[src/rtl/chip8_vga_scanout.sv]
// CHIP-8 display scan-out: 640x480@60 VGA timing with the 64x32 monochrome
// frame buffer scaled SCALE x SCALE and placed at (H_OFFSET, V_OFFSET).
// One row word is fetched from vram during the horizontal blanking before
// each scan line and held in line_buf for the whole visible part of that line.
module chip8_vga_scanout #(
  parameter int unsigned CLK_DIV      = 2,
  parameter int unsigned H_VISIBLE    = 640,
  parameter int unsigned H_FRONT      = 16,
  parameter int unsigned H_SYNC       = 96,
  parameter int unsigned H_BACK       = 48,
  parameter int unsigned V_VISIBLE    = 480,
  parameter int unsigned V_FRONT      = 10,
  parameter int unsigned V_SYNC       = 2,
  parameter int unsigned V_BACK       = 33,
  parameter int unsigned SCALE        = 8,
  parameter int unsigned H_OFFSET     = 64,
  parameter int unsigned V_OFFSET     = 112,
  parameter int unsigned READ_LATENCY = 1,
  parameter logic [7:0]  FG_COLOR     = 8'hFF,
  parameter logic [7:0]  BG_COLOR     = 8'h00,
  parameter logic [7:0]  BORDER_COLOR = 8'h00
) (
  input  logic        clock,
  input  logic        reset,
  input  logic [63:0] vram_data_in,
  output logic [4:0]  vram_address_out,
  output logic        vga_hsync,
  output logic        vga_vsync,
  output logic [7:0]  vga_rgb,
  output logic        video_active,
  output logic        frame_start
);

  localparam int unsigned H_TOTAL = H_VISIBLE + H_FRONT + H_SYNC + H_BACK;
  localparam int unsigned V_TOTAL = V_VISIBLE + V_FRONT + V_SYNC + V_BACK;
  localparam int unsigned HW      = $clog2(H_TOTAL);
  localparam int unsigned VW      = $clog2(V_TOTAL);
  localparam int unsigned DW      = (CLK_DIV > 1) ? $clog2(CLK_DIV) : 1;
  // SCALE is a power of two, so pixel-to-cell mapping is a right shift
  localparam int unsigned SHIFT   = $clog2(SCALE);

  localparam logic [DW-1:0] DIV_LAST    = DW'(CLK_DIV - 1);
  localparam logic [HW-1:0] H_LAST      = HW'(H_TOTAL - 1);
  localparam logic [HW-1:0] H_VIS_END   = HW'(H_VISIBLE);
  localparam logic [HW-1:0] HS_START    = HW'(H_VISIBLE + H_FRONT);
  localparam logic [HW-1:0] HS_END      = HW'(H_VISIBLE + H_FRONT + H_SYNC);
  localparam logic [HW-1:0] H_IMG_START = HW'(H_OFFSET);
  localparam logic [HW-1:0] H_IMG_END   = HW'(H_OFFSET + 64 * SCALE);
  localparam logic [VW-1:0] V_LAST      = VW'(V_TOTAL - 1);
  localparam logic [VW-1:0] V_VIS_END   = VW'(V_VISIBLE);
  localparam logic [VW-1:0] VS_START    = VW'(V_VISIBLE + V_FRONT);
  localparam logic [VW-1:0] VS_END      = VW'(V_VISIBLE + V_FRONT + V_SYNC);
  localparam logic [VW-1:0] V_IMG_START = VW'(V_OFFSET);
  localparam logic [VW-1:0] V_IMG_END   = VW'(V_OFFSET + 32 * SCALE);
  localparam logic [1:0]    WAIT_LAST   = 2'(READ_LATENCY - 1);

  typedef enum logic [1:0] {
    ST_IDLE,
    ST_ADDR,
    ST_WAIT,
    ST_LATCH
  } fetch_state_t;

  fetch_state_t   state;
  logic [DW-1:0]  divider;
  logic [HW-1:0]  hcount;
  logic [VW-1:0]  vcount;
  logic [63:0]    line_buf;
  logic [1:0]     wait_cnt;

  logic           tick;
  logic           visible;
  logic           in_img;
  logic [HW-1:0]  h_rel;
  logic [5:0]     col;
  logic [VW-1:0]  v_next;
  logic [VW-1:0]  nv_rel;
  logic           nv_in_img;
  logic [4:0]     nv_row;

  // Pixel tick, region decode and next-line row selection
  always_comb begin
    tick      = (divider == DIV_LAST);
    visible   = (hcount < H_VIS_END) && (vcount < V_VIS_END);
    in_img    = (hcount >= H_IMG_START) && (hcount < H_IMG_END) &&
                (vcount >= V_IMG_START) && (vcount < V_IMG_END);
    h_rel     = hcount - H_IMG_START;
    col       = 6'(h_rel >> SHIFT);
    v_next    = (vcount == V_LAST) ? '0 : vcount + 1'b1;
    nv_in_img = (v_next >= V_IMG_START) && (v_next < V_IMG_END);
    nv_rel    = v_next - V_IMG_START;
    nv_row    = 5'(nv_rel >> SHIFT);
  end

  // Clock divider, raster counters and registered VGA outputs
  always_ff @(posedge clock or negedge reset) begin
    if (!reset) begin
      divider      <= '0;
      hcount       <= '0;
      vcount       <= '0;
      vga_hsync    <= 1'b1;
      vga_vsync    <= 1'b1;
      vga_rgb      <= '0;
      video_active <= 1'b0;
      frame_start  <= 1'b0;
    end else begin
      frame_start <= 1'b0;
      if (tick) begin
        divider <= '0;
        if (hcount == H_LAST) begin
          hcount <= '0;
          vcount <= (vcount == V_LAST) ? '0 : vcount + 1'b1;
        end else begin
          hcount <= hcount + 1'b1;
        end
        vga_hsync    <= !((hcount >= HS_START) && (hcount < HS_END));
        vga_vsync    <= !((vcount >= VS_START) && (vcount < VS_END));
        video_active <= visible;
        if (!visible)
          vga_rgb <= '0;
        else if (in_img)
          vga_rgb <= line_buf[col] ? FG_COLOR : BG_COLOR;
        else
          vga_rgb <= BORDER_COLOR;
        frame_start  <= (hcount == H_LAST) && (vcount == V_LAST);
      end else begin
        divider <= divider + 1'b1;
      end
    end
  end

  // Row fetch during horizontal blanking; the line number cannot change
  // before ST_ADDR, so the row is recomputed there rather than stored.
  always_ff @(posedge clock or negedge reset) begin
    if (!reset) begin
      state            <= ST_IDLE;
      line_buf         <= '0;
      vram_address_out <= '0;
      wait_cnt         <= '0;
    end else begin
      case (state)
        ST_IDLE: begin
          if (tick && (hcount == H_VIS_END) && nv_in_img)
            state <= ST_ADDR;
        end
        ST_ADDR: begin
          vram_address_out <= nv_row;
          wait_cnt         <= '0;
          state            <= ST_WAIT;
        end
        ST_WAIT: begin
          if (wait_cnt == WAIT_LAST)
            state <= ST_LATCH;
          else
            wait_cnt <= wait_cnt + 1'b1;
        end
        ST_LATCH: begin
          line_buf <= vram_data_in;
          state    <= ST_IDLE;
        end
        default: state <= ST_IDLE;
      endcase
    end
  end

endmodule

[config.mk]
export PLATFORM = sky130hd
export DESIGN_NAME = chip8_vga_scanout
export DESIGN_NICKNAME = d
export VERILOG_FILES = /design/src/rtl/chip8_vga_scanout.sv
export SDC_FILE = /design/constraint.sdc
export NUM_CORES = 1
export LEC_CHECK = 0
export BUFFER_PORTS_ARGS = -buffer_cell sky130_fd_sc_hd__buf_2
export CORE_MARGIN = 2
export CORE_UTILIZATION = 51
export DETAILED_ROUTE_END_ITERATION = 8
export GPL_ROUTABILITY_DRIVEN = 0
export GPL_TIMING_DRIVEN = 0
export HOLD_SLACK_MARGIN = 0.05
export PLACE_DENSITY = 0.75
export SETUP_SLACK_MARGIN = 0.5
export SYNTH_ARGS = -nofsm -noshare
export SYNTH_HDL_FRONTEND = slang
export SYNTH_SLANG_ARGS = --single-unit
[constraint.sdc]
create_clock -name clock -period 2.7 [get_ports clock]
set_clock_uncertainty 0.1 [all_clocks]
set_input_delay 0.405 -clock clock [delete_from_list [all_inputs] [get_ports clock]]
set_output_delay 0.405 -clock clock [all_outputs]
set_load 0.01 [all_outputs]
# Word-level counts from Yosys, hierarchy flattened
# Index checks and enable logic that the tools add are counted.
[totals] reg_bits=106 in_bits=66 out_inout_bits=17 wordCells=72
[op_classes] addsub=6 magnitude_cmp=13 eq_ne=9 n_mux=14 reduce_logical=18
[ops] op="$lt A10 B9 Y1 const B" count=4
[ops] op="$eq A10 B10 Y1 const B" count=3
[ops] op="$ge A10 B7 Y1 const B" count=3
[ops] op="$lt A10 B10 Y1 const B" count=3
[ops] op="$mux W8" count=3
[ops] op="$add A10 B1 Y10 const B" count=2
[ops] op="$mux W10" count=2
[ops] op="$ge A10 B10 Y1 const B" count=1
[ops] op="$ge A10 B9 Y1 const B" count=1
[ops] op="$logic_and A1 B1 Y1" count=10
[ops] op="$sub A9 B7 Y9 const B" count=1
[ops] op="$pmux W2 S4" count=1
[ops] op="$sub A8 B7 Y8 const B" count=1
[ops] op="$lt A6 B7 Y1 const B" count=1
[ops] op="$bmux W1 S6" count=1
[ops] op="$mux W2" count=3
[ops] op="$ne A2 B2 Y1 const B" count=3
[ops] op="$reduce_and A2 Y1" count=3
[ops] op="$eq A2 B2 Y1 const B" count=2
[ops] op="$logic_not A2 Y1" count=2
[ops] op="$pmux W2 S2" count=1
[ops] op="$mux W1" count=3
[ops] op="$add A2 B1 Y2 const B" count=1
[ops] op="$eq A2 B1 Y1 const B" count=1
[ops] op="other kinds (3)" count=4

# Logic depth before layout (Yosys ltp)
# Gate-level depths: netlist of the first run.
[logic_depth] word_depth=7 depth_mapped=12 ltp_nobuf=12

# Worst setup path after synthesis of the first run
# Ideal clock, no wire load.
[synth_path] path_type="register to register" startpoint="register vcount[0]" endpoint="register state[1]" arrival_ns=2.712 t_required_ns=2.472 slack_ns=-0.240 path_stages_with_launch=13 n_path_buf=1 path_cell_list="dfrtp_1 ha_1 and3_1 clkbuf_1 xnor2_1 nor2_1 ha_1 and3_1 a221oi_1 o21ai_1 a41o_1 nor3_2 mux2_1"
[synth_via] elab_chain_len=7 elab_cells_between_ends=9 cone_classes="add/sub: 1; order compare: 2; eq/ne: 2; mux: 1; reduce/logical: 3"
[synth_lines] item="start, declared" line_no="67" text="logic [VW-1:0] vcount;"
[synth_lines] item="start signal, assigned" line_no="112" text="vcount <= (vcount == V_LAST) ? '0 : vcount + 1'b1;"
[synth_lines] item="$add A10 B1 Y10 / $eq A10 B10 Y1 (equally long branches)" line_no="89" text="v_next = (vcount == V_LAST) ? '0 : vcount + 1'b1;"
[synth_lines] item="$mux W10 *" line_no="89"
[synth_lines] item="named net v_next[4]" line_no="76" text="logic [VW-1:0] v_next;"
[synth_lines] item="$ge A10 B7 Y1 / $lt A10 B9 Y1 (equally long branches)" line_no="90" text="nv_in_img = (v_next >= V_IMG_START) && (v_next < V_IMG_END);"
[synth_lines] item="$logic_and A1 B1 Y1 *" line_no="90"
[synth_lines] item="$logic_and A1 B1 Y1 *" line_no="143" text="if (tick && (hcount == H_VIS_END) && nv_in_img)"
[synth_lines] item="$ne A2 B2 Y1 (no line) *"
[synth_lines] item="$reduce_and A2 Y1 (no line) *"
[synth_lines] item="end signal, assigned" line_no="144" text="state <= ST_ADDR;"
[synth_lines] item="end signal, assigned" line_no="149" text="state <= ST_WAIT;"
[synth_lines] item="end signal, assigned" line_no="153" text="state <= ST_LATCH;"
[synth_lines] item="end, declared" line_no="64" text="fetch_state_t state;"
# Mark *: on every way through the listed nets, which the timed path passes. The rest lies on a longest branch.
# A chain may end at the register's enable or synchronous reset.

# Final worst setup path of the first run
[layout_path] startpoint="register vcount[4]" endpoint="register state[1]"
# Same word-level chain as after synthesis.

==> flow_metrics.env, run 1 <==
export IMPL_start_kind="register"
export IMPL_htree_num_levels=3
export IMPL_grt_use_total_pct=21.2
export IMPL_yosys_register_bits=99
export IMPL_path_buf_inv=1
export IMPL_place_inst=628
export IMPL_cap_violations=0
export IMPL_tritoncts="built"
export IMPL_n_fill_cell=784
export IMPL_synth_warnings=0
export IMPL_critPathTopFamily="simple AND/OR/NAND/NOR gates"
export IMPL_drt_iter0_drc=170
export IMPL_grt_max_degree=65
export IMPL_power_per_cell_area_nw_per_um2=411
export IMPL_violations="negative setup slack"
export IMPL_cpPeakStageDelay_ps=570
export IMPL_multi_input_area_um2=2530
export IMPL_syn_to_final_growth_pct=24.7
export IMPL_synth_seq_area_share_pct=48.8
export IMPL_ys_types=52
export IMPL_fin_cells=670
export IMPL_io_pins=83
export IMPL_grt_overflow=0
export IMPL_grt_pass1_vias=3877
export IMPL_critPathKind="reg2reg"
export IMPL_max_slew_margin_pct=61.6
export IMPL_syn_nets=493
export IMPL_core_region_area_um2=9730
export IMPL_status="finished with violations"
export IMPL_antenna_found_initial=0
export IMPL_dp_slack_ps=-411
export IMPL_yosysMostFrequentCell="dfrtp_1"
export IMPL_async_flop_share_pct=100
export IMPL_drive_gt1_share_pct=48.6
export IMPL_num_antenna_cells=0
export IMPL_synth_area_top_cells="dfrtp_1, mux2_2, mux4_2"
export IMPL_fmax_mhz=343
export IMPL_critPathCaptureType="register"
export IMPL_clock_sinks=99
export IMPL_routed_via_density=5.46
export IMPL_crit_path_top_delay_cell="or4_4"
export IMPL_routed_wl_um=11200
export IMPL_p_total_uw=2600
export IMPL_path_max_fanout=4
export IMPL_post_route_min_period_ps=2920
export IMPL_die_h_um=104
export IMPL_netlist_area_um2=5080
export IMPL_yosysTopAreaCellShare_pct=47.8
export IMPL_fin_nets=613
export IMPL_grt_pass1_wl_um=18300
export IMPL_peakVddDrop_v=0.000247
export IMPL_synthTopCellsByCount="dfrtp_1, mux2_2, nand2_1"
export IMPL_io_buffers=82
export IMPL_ff_latch_area_um2=2480
export IMPL_cp_required_ps=2860
export IMPL_synth_edff_count=0
export IMPL_dieArea_um2=10800
export IMPL_worstPathArrival_ps=3070
export IMPL_postSynthAreaPerCell_um2=12.3
export IMPL_rsz0062_at_grt="true"
export IMPL_insertion_delay_ps=360
export IMPL_start_util_pct=52.2
export IMPL_vias=3659
export IMPL_slew_violations=0
export IMPL_drcViolationCount=0
export IMPL_cts_buffers=9
export IMPL_fin_crit_sh_pct=108
export IMPL_leakage_uw=0.00308
export IMPL_final_core_util_pct=65.1
export IMPL_ant_nets=0
export IMPL_finalHoldViolCount=0
export IMPL_die_w_um=104
export IMPL_clockBufferDepth=2
export IMPL_cp_cell_sequence="or4_4, nor4_4, nor2_2, ha_4, buf_12, and3_1, o31ai_4, a21oi_2, nor3_2, mux2_4"
export IMPL_clk_pin_slew_worst_paths_ps=100
export IMPL_dp_hpwl_um=7710
export IMPL_setup_viol=2
export IMPL_dr_pass1_iters=4
export IMPL_min_path_type="in2reg"
export IMPL_fp_row_count=36
export IMPL_clockRootBuffer="clkbuf_8"
export IMPL_yosys_area_top_type="dfrtp_1"
export IMPL_setup_slack_ps=-216
export IMPL_routedWlPerCell_um=16.7
export IMPL_worstMarginPinSlew_ps=576
export IMPL_synth_flop_cell="dfrtp_1"
export IMPL_syn_inst=412
-- layer usage --
metal  GRT usage [%]  share of wire [%]  vias to the layer above
li1                -                  -                     1702
met2            37.1                 52                      100
met4            5.89                1.5                        0
met3            3.71                4.0                       16
met1            27.2                 43                     1841
met5               0                  0                        -
-- worst paths after layout --
check | endpoint | cells past startpoint | from | slack, ps
max | state[1]$_DFFE_PN0P_ | 10 | vcount[4]$_DFFE_PN0P_ | -220
min | line_buf[1]$_DFFE_PN0N_ | 2 | vram_data_in[1] | 160
max reg2reg | state[1]$_DFFE_PN0P_ | 10 | vcount[4]$_DFFE_PN0P_ | -220
min reg2reg | video_active$_DFFE_PN0P_ | 1 | video_active$_DFFE_PN0P_ | 390
max in group asynchronous | hcount[6]$_DFFE_PN0P_ | 3 | reset | 1370
min in group asynchronous | line_buf[8]$_DFFE_PN0N_ | 2 | reset | 430
-- kinds of logic (layout without fill, tap and decap cells) --
family,count (synthesis),count (layout),share of synthesized area (%)
compound gates,41,41,5.45
mux,89,89,23.4
xor+xnor,22,22,3.79
simple gates,100,100,10.4
buf+inv,46,171,4.39
fa+ha+maj,15,15,3.70
flops,99,99,48.8
-- power by group --
part | internal (uW) | switching (uW)
Combinational | 38.7 | 43.9
Clock | 548 | 491
Sequential | 1480 | 0
Total | 2070 | 535
-- sequential cells by signal (all words and copies together) (netlist names) --
signal / count
line_buf: 64
hcount: 10
vcount: 10
vram_address_out: 5
state: 2
wait_cnt: 2
divider: 1
frame_start: 1
vga_hsync: 1
vga_rgb: 1
vga_vsync: 1
video_active: 1
-- per-stage QoR --
step | area, um2 | hold slack [ps] | TNS (ps)
6_report | 6330 | 165 | -232
3_3_place_gp | 5690 | 372 | -495
2_1_floorplan | 5110 | 9.41 | -143
5_1_grt | 6330 | 158 | -392
4_1_cts | 6100 | 160 | -630
3_5_place_dp | 5720 | 304 | -582
-- worst register-to-register path, cell delays in order, from the launching register on --
cell     delay, ps
dfrtp_1        400
or4_4          570
nor4_4         220
nor2_2         100
ha_4           190
buf_12         130
and3_1         180
o31ai_4        260
a21oi_2         90
nor3_2         250
mux2_4         330
-- what timing repair did --
action / 4_1_cts / 5_1_grt
endpoints found under the hold margin: 33 / 0
setup buffers: 10 / 15
hold buffers: 1 / 0
pin swaps: 10 / 13
gates resized for setup: 14 / 43
endpoints found under the setup margin: 20 / 69
-- cell type report --
type | count | share of cell area [%]
buffer | 31 | 3.48
clock buffer | 13 | 2.35
clock inverter | 3 | 1.03
inverter | 15 | 0.948
multi-input combinational | 267 | 40.0
sequential | 99 | 39.2
tap | 133 | 2.63
timing repair buffer | 109 | 10.3
-- layout by cell type (no fill, tap or decap), types with 8 or more instances in the layout --
cell type | netlist | final
clkbuf_2 | 0 | 9
nand3_1 | 12 | 12
nor2_1 | 21 | 20
inv_1 | 15 | 13
clkbuf_8 | 0 | 11
xnor2_1 | 16 | 15
ha_1 | 15 | 11
dfrtp_1 | 97 | 94
buf_2 | 4 | 85
o21ai_0 | 9 | 9
mux4_2 | 17 | 17
mux2_2 | 68 | 67
clkbuf_1 | 16 | 8
buf_4 | 8 | 32
nand2_1 | 31 | 30
(Power assumes the default switching activity.)
==> inputs of run 2 (changes only) <==
--- a/config.mk
+++ b/config.mk
@@ -13,7 +13,7 @@
 export GPL_TIMING_DRIVEN = 0
 export HOLD_SLACK_MARGIN = 0.05
 export PLACE_DENSITY = 0.75
-export SETUP_SLACK_MARGIN = 0.5
+export SETUP_SLACK_MARGIN = 0.2
 export SYNTH_ARGS = -nofsm -noshare
 export SYNTH_HDL_FRONTEND = slang
 export SYNTH_SLANG_ARGS = --single-unit
==> flow_metrics.env, run 2 (synthesis gave the netlist of run 1 again) <==
export IMPL_status="finished with violations"
export IMPL_violations="negative setup slack"
export IMPL_max_slew_margin_pct=61.2
export IMPL_critPathCaptureType="register"
export IMPL_post_route_min_period_ps=2960
export IMPL_pwr_share_clk_pct=39.2
export IMPL_start_kind="register"
export IMPL_core_region_area_um2=9730
export IMPL_p_int_uw=2000
export IMPL_io_pins=83
export IMPL_drt_iter0_drc=197
export IMPL_setup_viol=2
export IMPL_clockRootBuffer="clkbuf_8"
export IMPL_grt_pass1_wl_um=18100
export IMPL_dieArea_um2=10800
export IMPL_leakage_uw=0.00295
export IMPL_clock_sinks=99
export IMPL_clockBufferDepth=2
export IMPL_largest_reg_flops=64
export IMPL_ant_nets=0
export IMPL_routedWlPerCell_um=16.4
export IMPL_setup_slack_ps=-262
export IMPL_num_antenna_cells=0
export IMPL_start_util_pct=52.2
export IMPL_grt_pass1_vias=3758
export IMPL_routed_wl_um=10700
export IMPL_fin_cells=653
export IMPL_rsz0062_at_grt="true"
export IMPL_antenna_found_initial=0
export IMPL_top_regs="line_buf x64, hcount x10, vcount x10"
export IMPL_clk_pin_slew_worst_paths_ps=100
export IMPL_grt_overflow=0
export IMPL_syn_to_final_growth_pct=19.9
export IMPL_pwr_share_seq_pct=57.6
export IMPL_htree_num_levels=3
export IMPL_fp_row_count=36
export IMPL_routed_via_density=5.36
export IMPL_min_path_type="in2reg"
export IMPL_path_max_fanout=4
export IMPL_cts_buffers=9
export IMPL_p_total_uw=2570
export IMPL_drive_gt1_share_pct=44.6
export IMPL_worstMarginPinSlew_ps=583
export IMPL_power_per_cell_area_nw_per_um2=423
export IMPL_fin_nets=596
export IMPL_comb_power_share_pct=3.2
export IMPL_critPathKind="reg2reg"
export IMPL_grt_use_total_pct=21.1
export IMPL_io_buffers=82
export IMPL_drcViolationCount=0
export IMPL_cap_violations=0
export IMPL_grt_max_degree=59
export IMPL_tritoncts="built"
export IMPL_switchingPower_uw=569
export IMPL_dp_hpwl_um=7710
export IMPL_slew_violations=0
export IMPL_regMostFlops="line_buf"
export IMPL_finalHoldViolCount=0
export IMPL_dr_pass1_iters=4
export IMPL_cp_required_ps=2850
export IMPL_fmax_mhz=338
export IMPL_hold_worst_slack_ps=161
export IMPL_peakVddDrop_v=0.000259
export IMPL_swShare_pct=22.1
export IMPL_layout_cells_most_common="dfrtp_1"
export IMPL_worstPathArrival_ps=3120
export IMPL_final_core_util_pct=62.6
export IMPL_die_h_um=104
export IMPL_die_w_um=104
export IMPL_vias=3501
export IMPL_place_inst=628
export IMPL_mostFrequentLayoutCells="dfrtp_1, buf_2, mux2_2"
export IMPL_insertion_delay_ps=360
export IMPL_fin_crit_sh_pct=110
==> run 2: cell count changes in the layout (fill, tap and decap cells not counted), moves of 2 or more <==
| cell | change |
|---|---|
| buf_4 | -17 |
| clkbuf_2 | -6 |
| clkbuf_1 | +5 |
| a2111oi_0 | +2 |
| a2111oi_1 | -2 |
| buf_12 | -2 |
==> run 2: routing by layer <==
metal	GRT usage (%)	up-vias	wire (um)
met3	3.34	16	423
met2	36.0	83	5390
met5	0	-	0
met1	27.2	1736	4720
met4	8.49	0	176
li1	-	1666	-
==> run 2: final cells by class <==
| class | count | area, um2 |
|---|---|---|
| clock inverter | 5 | 60.1 |
| sequential | 99 | 2480 |
| multi-input combinational | 267 | 2470 |
| buffer | 31 | 174 |
| inverter | 15 | 56.3 |
| clock buffer | 11 | 151 |
| tap | 133 | 166 |
| timing repair buffer | 92 | 527 |
| fill | 786 | 3640 |
==> run 2: stage by stage <==
stage | TNS, ps | setup WS [ps] | cell area [um2]
after detailed placement | -825 | -392 | 5700
after floorplan | -143 | -143 | 5100
after global routing | -458 | -357 | 6090
final | -276 | -262 | 6090
after CTS | -409 | -328 | 6040
after global placement | -762 | -359 | 5670
==> run 2: final timing paths <==
path	startpoint	end	slack [ps]	depth (start not counted)
min in group asynchronous	reset	line_buf[8]$_DFFE_PN0N_	470	2
max reg2reg	vcount[4]$_DFFE_PN0P_	state[1]$_DFFE_PN0P_	-260	10
min reg2reg	video_active$_DFFE_PN0P_	video_active$_DFFE_PN0P_	390	1
max in group asynchronous	reset	vga_vsync$_DFFE_PN1P_	1290	3
min	vram_data_in[1]	line_buf[1]$_DFFE_PN0N_	160	2
max	vcount[4]$_DFFE_PN0P_	state[1]$_DFFE_PN0P_	-260	10
==> run 2: repair_timing <==
action | 4_1_cts | 5_1_grt
pin swaps | 4 | 4
endpoints found under the setup margin | 16 | 7
buffers inserted | 7 | 1
hold endpoints to repair | 41 | 0
gates resized for setup | 10 | 12
hold buffers | 1 | 0
==> run 2: power by group through the flow <==
stage	combinational [uW]	clock, uW	sequential (uW)
6_report	82.8	1010	1480
5_1_grt	93.4	1080	1480
4_1_cts	85.8	1030	1480
3_5_place_dp	84.2	0	1510
3_3_place_gp	76.9	0	1510
2_1_floorplan	0.782	0	1510
==> run 2: worst max-delay path: stages, from the launching register on <==
cell and delay (ps):
dfrtp_1 400, or4_4 570, nor4_4 220, nor2_2 100, ha_4 190, and3_4 180, a221oi_2 240, o21ai_2 90
a41o_1 250, nor3_2 150, mux2_1 350
